$ cat config.mk
export PLATFORM = sky130hd
export DESIGN_NAME = iserdes_word_align
export DESIGN_NICKNAME = d
export VERILOG_FILES = /design/src/rtl/iserdes_align_pkg.sv /design/src/rtl/iserdes_align_match_cnt.sv /design/src/rtl/iserdes_word_align.sv
export SDC_FILE = /design/constraint.sdc
export NUM_CORES = 1
export LEC_CHECK = 0
export ABC_AREA = 0
export BUFFER_PORTS_ARGS = -buffer_cell sky130_fd_sc_hd__buf_2
export CELL_PAD_IN_SITES_DETAIL_PLACEMENT = 2
export CELL_PAD_IN_SITES_GLOBAL_PLACEMENT = 2
export CORE_ASPECT_RATIO = 2
export CORE_MARGIN = 2
export CORE_UTILIZATION = 30
export CTS_CLUSTER_SIZE = 12
export DETAILED_ROUTE_END_ITERATION = 10
export PLACE_DENSITY = 0.76
export REMOVE_ABC_BUFFERS = 1
export SYNTH_ARGS = -nofsm -noshare
export SYNTH_HDL_FRONTEND = slang
export SYNTH_HIERARCHICAL = 1
export SYNTH_SLANG_ARGS = --single-unit
export TNS_END_PERCENT = 1
$ cat constraint.sdc
create_clock -name i_clk -period 3.9 [get_ports i_clk]
set_input_delay 0.585 -clock i_clk [delete_from_list [all_inputs] [get_ports i_clk]]
set_output_delay 0.585 -clock i_clk [all_outputs]
set_load 0.1 [all_outputs]
$ cat src/rtl/iserdes_align_pkg.sv
// Shared types and constants for the deserializer word-alignment controller.
package iserdes_align_pkg;

  localparam int unsigned CNT_W = 4;

  typedef enum logic [2:0] {
    StIdle,
    StCompare,
    StSlip,
    StWait,
    StLock,
    StFail
  } align_state_e;

endpackage

$ cat src/rtl/iserdes_align_match_cnt.sv
// Word compare against a fixed pattern feeding a saturating consecutive-event counter.
// With i_invert set the counted event is a mismatch instead of a match.
module iserdes_align_match_cnt
  import iserdes_align_pkg::*;
#(
  parameter int unsigned           DATA_WIDTH = 4,
  parameter logic [DATA_WIDTH-1:0] PATTERN    = '0,
  parameter int unsigned           THRESH     = 4
) (
  input  logic                  i_clk,
  input  logic                  i_rst_n,
  input  logic                  i_clear,
  input  logic                  i_enable,
  input  logic                  i_invert,
  input  logic [DATA_WIDTH-1:0] i_data,
  output logic                  o_hit
);

  localparam logic [CNT_W-1:0] HIT_AT  = CNT_W'(THRESH - 1);
  localparam logic [CNT_W-1:0] CNT_MAX = '1;

  logic             w_event;
  logic [CNT_W-1:0] r_count;

  assign w_event = (i_data == PATTERN) ^ i_invert;

  // Hit fires on the event that brings the run length up to THRESH.
  assign o_hit = i_enable & w_event & (r_count >= HIT_AT);

  always_ff @(posedge i_clk or negedge i_rst_n) begin
    if (!i_rst_n) begin
      r_count <= '0;
    end else if (i_clear) begin
      r_count <= '0;
    end else if (i_enable) begin
      if (!w_event) begin
        r_count <= '0;
      end else if (r_count != CNT_MAX) begin
        r_count <= r_count + 1'b1;
      end
    end
  end

endmodule

$ cat src/rtl/iserdes_word_align.sv
// Bitslip-based word alignment against a training pattern, with registered data forwarding.
// Optional lock-loss monitor enabled by defining ISERDES_ALIGN_MONITOR_EN.
module iserdes_word_align
  import iserdes_align_pkg::*;
#(
  parameter int unsigned           DATA_WIDTH    = 4,
  parameter logic [DATA_WIDTH-1:0] TRAIN_PATTERN = 4'b0011,
  parameter int unsigned           MATCH_COUNT   = 4,
  parameter int unsigned           BITSLIP_GAP   = 3,
  parameter int unsigned           MAX_SLIPS     = 8,
  parameter int unsigned           LOSS_COUNT    = 8
) (
  input  logic                  i_clk,
  input  logic                  i_rst_n,
  input  logic                  i_train_en,
  input  logic [DATA_WIDTH-1:0] i_q,
  output logic                  o_bitslip,
  output logic                  o_locked,
  output logic                  o_error,
  output logic [CNT_W-1:0]      o_slip_cnt,
  output logic [DATA_WIDTH-1:0] o_data,
  output logic                  o_data_valid
);

  localparam logic [CNT_W-1:0] SLIP_LIMIT = CNT_W'(MAX_SLIPS);
  localparam logic [2:0]       WAIT_LAST  = 3'(BITSLIP_GAP - 1);

  align_state_e          r_state, w_state_d;
  logic                  r_train_q;
  logic [CNT_W-1:0]      r_slip_cnt;
  logic [2:0]            r_wait_cnt;
  logic                  r_bitslip, r_locked, r_error, r_valid;
  logic [DATA_WIDTH-1:0] r_data;

  logic w_rise, w_mismatch, w_lock_hit, w_loss_hit;
  logic w_slip_clr, w_slip_inc;

  assign w_rise     = i_train_en & ~r_train_q;
  assign w_mismatch = (i_q != TRAIN_PATTERN);

  iserdes_align_match_cnt #(
    .DATA_WIDTH (DATA_WIDTH),
    .PATTERN    (TRAIN_PATTERN),
    .THRESH     (MATCH_COUNT)
  ) u_lock_cnt (
    .i_clk    (i_clk),
    .i_rst_n  (i_rst_n),
    .i_clear  (r_state != StCompare),
    .i_enable (r_state == StCompare),
    .i_invert (1'b0),
    .i_data   (i_q),
    .o_hit    (w_lock_hit)
  );

`ifdef ISERDES_ALIGN_MONITOR_EN
  logic w_mon_en;
  assign w_mon_en = (r_state == StLock) & i_train_en;

  iserdes_align_match_cnt #(
    .DATA_WIDTH (DATA_WIDTH),
    .PATTERN    (TRAIN_PATTERN),
    .THRESH     (LOSS_COUNT)
  ) u_loss_cnt (
    .i_clk    (i_clk),
    .i_rst_n  (i_rst_n),
    .i_clear  (~w_mon_en),
    .i_enable (w_mon_en),
    .i_invert (1'b1),
    .i_data   (i_q),
    .o_hit    (w_loss_hit)
  );
`else
  logic [31:0] w_unused_loss_count;
  assign w_unused_loss_count = LOSS_COUNT;
  assign w_loss_hit          = 1'b0;
`endif

  always_comb begin
    w_state_d  = r_state;
    w_slip_clr = 1'b0;
    w_slip_inc = 1'b0;
    unique case (r_state)
      StIdle: begin
        if (w_rise) begin
          w_state_d  = StCompare;
          w_slip_clr = 1'b1;
        end
      end
      StCompare: begin
        if (!i_train_en) begin
          w_state_d = StIdle;
        end else if (w_lock_hit) begin
          w_state_d = StLock;
        end else if (w_mismatch) begin
          if (r_slip_cnt == SLIP_LIMIT) begin
            w_state_d = StFail;
          end else begin
            w_state_d  = StSlip;
            w_slip_inc = 1'b1;
          end
        end
      end
      StSlip: begin
        w_state_d = i_train_en ? StWait : StIdle;
      end
      StWait: begin
        if (!i_train_en) begin
          w_state_d = StIdle;
        end else if (r_wait_cnt == WAIT_LAST) begin
          w_state_d = StCompare;
        end
      end
      StLock: begin
        if (w_rise || w_loss_hit) begin
          w_state_d  = StCompare;
          w_slip_clr = 1'b1;
        end
      end
      StFail: begin
        if (w_rise) begin
          w_state_d  = StCompare;
          w_slip_clr = 1'b1;
        end
      end
      default: w_state_d = StIdle;
    endcase
  end

  always_ff @(posedge i_clk or negedge i_rst_n) begin
    if (!i_rst_n) begin
      r_state    <= StIdle;
      r_train_q  <= 1'b0;
      r_slip_cnt <= '0;
      r_wait_cnt <= '0;
      r_bitslip  <= 1'b0;
      r_locked   <= 1'b0;
      r_error    <= 1'b0;
      r_data     <= '0;
      r_valid    <= 1'b0;
    end else begin
      r_state   <= w_state_d;
      r_train_q <= i_train_en;
      if (w_slip_clr) begin
        r_slip_cnt <= '0;
      end else if (w_slip_inc && (r_slip_cnt != SLIP_LIMIT)) begin
        r_slip_cnt <= r_slip_cnt + 1'b1;
      end
      r_wait_cnt <= (r_state == StWait) ? r_wait_cnt + 3'd1 : 3'd0;
      // Status outputs are decoded from the next state so they change with it.
      r_bitslip  <= (w_state_d == StSlip);
      r_locked   <= (w_state_d == StLock);
      r_error    <= (w_state_d == StFail);
      r_data     <= i_q;
      r_valid    <= r_locked;
    end
  end

  assign o_bitslip    = r_bitslip;
  assign o_locked     = r_locked;
  assign o_error      = r_error;
  assign o_slip_cnt   = r_slip_cnt;
  assign o_data       = r_data;
  assign o_data_valid = r_valid;

endmodule

==> out/metrics.cfg <==
[pwr]
cellPowerDensity_nw_per_um2=463.0
power.leakage_nw=0.5933
ir_drop_mv=0.3680

[logic_synthesis]
synth-compound-area-share=0.1349
synth-seq-cells=23
ys_seq_area_frac=0.5306
synth_fa_ha_area_frac=0.05767
async_flop_share=1.000
synthFlopType=dfrtp_1
syn_area_per_cell_um2=11.07
synth_edf_count=0
syn_inst=98
yosysWarnings=6
synth_simple_gate_area_frac=0.1961
netlist_area_um2=1085
ys_types=38
synth_top_family_by_area=simple AND/OR/NAND/NOR gates
muxShareOfSynthArea=0.009227
synth-xor-area-share=0.04037

[clocking]
cts_tree=done
cts_setup_buffers=0
cts_resized=0
cts_buffer_depth=2
path_clk_slew_ns=0.08
clock-root-buffer=clkbuf_8
cts.sinks=23
cts_buffers=3
htreeDepth=1
cts_hold_buffers=0
clkLatencyLatePin_ns=0.26

[placement]
dp_hpwl_mm=1.873
routabilityCongestion=0.7824
port_buffers=18
placed_cell_area_um2=1232

[critical_path]
cp-start-kind=register
cp-end-kind=register
path_class=reg2reg
crit_chain=or3b_4 > inv_1 > o31ai_1 > nor2_1 > or4_4 > or3_1 > a21oi_1
cpPeakStageDelay_ns=0.57
r2r_cells=7
timing.rr.start=r_state[0]
critPathMaxFanout=9
arrival_ns=2.54
critical_path_buf_inv_count=1
r2r-end=o_slip_cnt[2]
slowest_stage=or4_4
worstPathRequired_ns=4.09
r2r_slack_ns=1.54
path_delay_family=simple AND/OR/NAND/NOR gates

[grt]
antenna_found_initial=0
grt_pass1_wl_mm=3.967
grt_start_max_net_pins=24
grt_pass1_vias=849
grt_usage=0.1313
grt-ovfl-total=0

[sta]
slew_headroom=0.4683
min_period_over_period=0.6039
finalMaxSlewViolations=0
finalClockSkew_ns=0.004235
tightest_slew_ns=0.7902
hold_viol=0
fmax_mhz=424.6
period_needed_ns=2.355
setup-violations-final=0
rsz0062_at_grt=no
setup-tns-final_ns=0

[die]
ios=19
dieWidth_um=46.52
die_h_um=89.04
dieArea_um2=4142
row_count=31
coreArea_um2=3530
floorplan.initialDensity=0.3073

[finish]
multi_input_area_um2=479.2
antenna_cells=0
syn2layout_area_growth_pct=17.76
nFillCells=403
nets=132
final_common_cell=dfrtp_1
seqCellArea_um2=575.6
drive_above_1_share=0.2269
final_cell_mix=dfrtp_1 (23), buf_2 (18), nor2_1 (9), inv_1 (7), nand2_1 (6)
fin_area_um2=1277

[min_path]
hp-class=in2async

[detailed_routing]
ant_nets=0
drtIter0Drc=5
via_per_inst=4.845
finalWirelength_mm=2.346
drt_pass1_iterations=2
route.detailed.drc=0
avgRoutedWirePerCell_um=13.96
via_count=814

[flow_run]
maxCapViolCount=0

[run_status]
status=completed

power by group:
part | switching, W | total, W | internal (W) | leakage [nW]
clock | 0.0000701 | 0.000143 | 0.0000727 | 0.0228
combinational | 0.000138 | 0.000175 | 0.0000370 | 0.265
sequential | 0.0000189 | 0.000273 | 0.000255 | 0.306
total | 0.000227 | 0.000591 | 0.000364 | 0.593
cells in the mapped netlist (2+ instances only):
master / number / area share
nor2_1: 9 / 0.031
ha_1: 5 / 0.058
xnor2_1: 4 / 0.032
dfrtp_1: 23 / 0.53
nand3_1: 2 / 0.0092
a21oi_1: 4 / 0.018
nor2b_1: 3 / 0.017
nand2_1: 6 / 0.021
o31ai_1: 2 / 0.014
o32ai_1: 2 / 0.016
nand4bb_1: 2 / 0.021
o21ai_0: 2 / 0.0092
a211oi_2: 2 / 0.023
inv_1: 7 / 0.024
nor4_1: 2 / 0.012
through the flow:
stage / utilization / hold slack, ns / instances / setup slack (ns) / total power, W
detailed placement: 0.3492 / 0.4073 / 164 / 1.269 / 0.0004567
global route: 0.3619 / 0.3096 / 168 / 1.363 / 0.0006311
finish: 0.3619 / 0.2915 / 168 / 1.545 / 0.0005915
floorplan: - / 0.2894 / 97 / 1.471 / 0.0004132
global placement: 0.3492 / 0.3962 / 164 / 1.369 / 0.0004502
CTS: 0.3619 / 0.3067 / 168 / 1.534 / 0.0006035
final cells by class:
type	count	share of cell area
sequential	23	0.4505
multi-input combinational	67	0.3751
timing repair buffer	18	0.07052
tap	49	0.04799
clock buffer	4	0.03526
inverter	7	0.02057
per-layer routing:
layer,part of all wire,wire length (µm),global-route usage,vias to the layer above
li1,-,-,-,388
met1,0.41,963,0.1614,407
met4,0.0072,17,0.04675,0
met2,0.54,1271,0.2235,17
met3,0.040,93,0.02020,2
met5,0,0,0,-
cell families after synthesis:
family                     count (synthesis)
other                                      1
buffers and inverters                      8
and+or+nand+nor                           35
DFF                                       23
muxes                                      1
xor gates and xnor gates                   5
adders and majority gates                  5
AOI/OAI and AO/OA                         20
worst reg2reg max path, cell delays in order, from the launching register on:
cell	delay, ns
dfrtp_1	0.46
or3b_4	0.32
inv_1	0.16
o31ai_1	0.13
nor2_1	0.15
or4_4	0.58
or3_1	0.35
a21oi_1	0.14
state kept, by name (all words and copies together), names as in the netlist:
signal and cells:
o_data 4, o_slip_cnt 4, u_lock_cnt/r_count 4, r_state 3, r_wait_cnt 3, o_bitslip 1, o_data_valid 1, o_error 1
o_locked 1, r_train_q 1
how the worst max path moves through the flow:
stage,cells after the start,slack (ns),endpoint,startpoint
after floorplan,6,1.47,o_slip_cnt[2],o_slip_cnt[0]
after global placement,7,1.37,o_slip_cnt[2],i_q[1]
after detailed placement,7,1.27,o_slip_cnt[0],i_q[1]
after CTS,7,1.53,o_slip_cnt[2],r_state[0]
after global routing,7,1.36,o_slip_cnt[0],r_state[0]
final,7,1.54,o_slip_cnt[2],r_state[0]
Note: power is estimated with default switching activity, not from simulation.
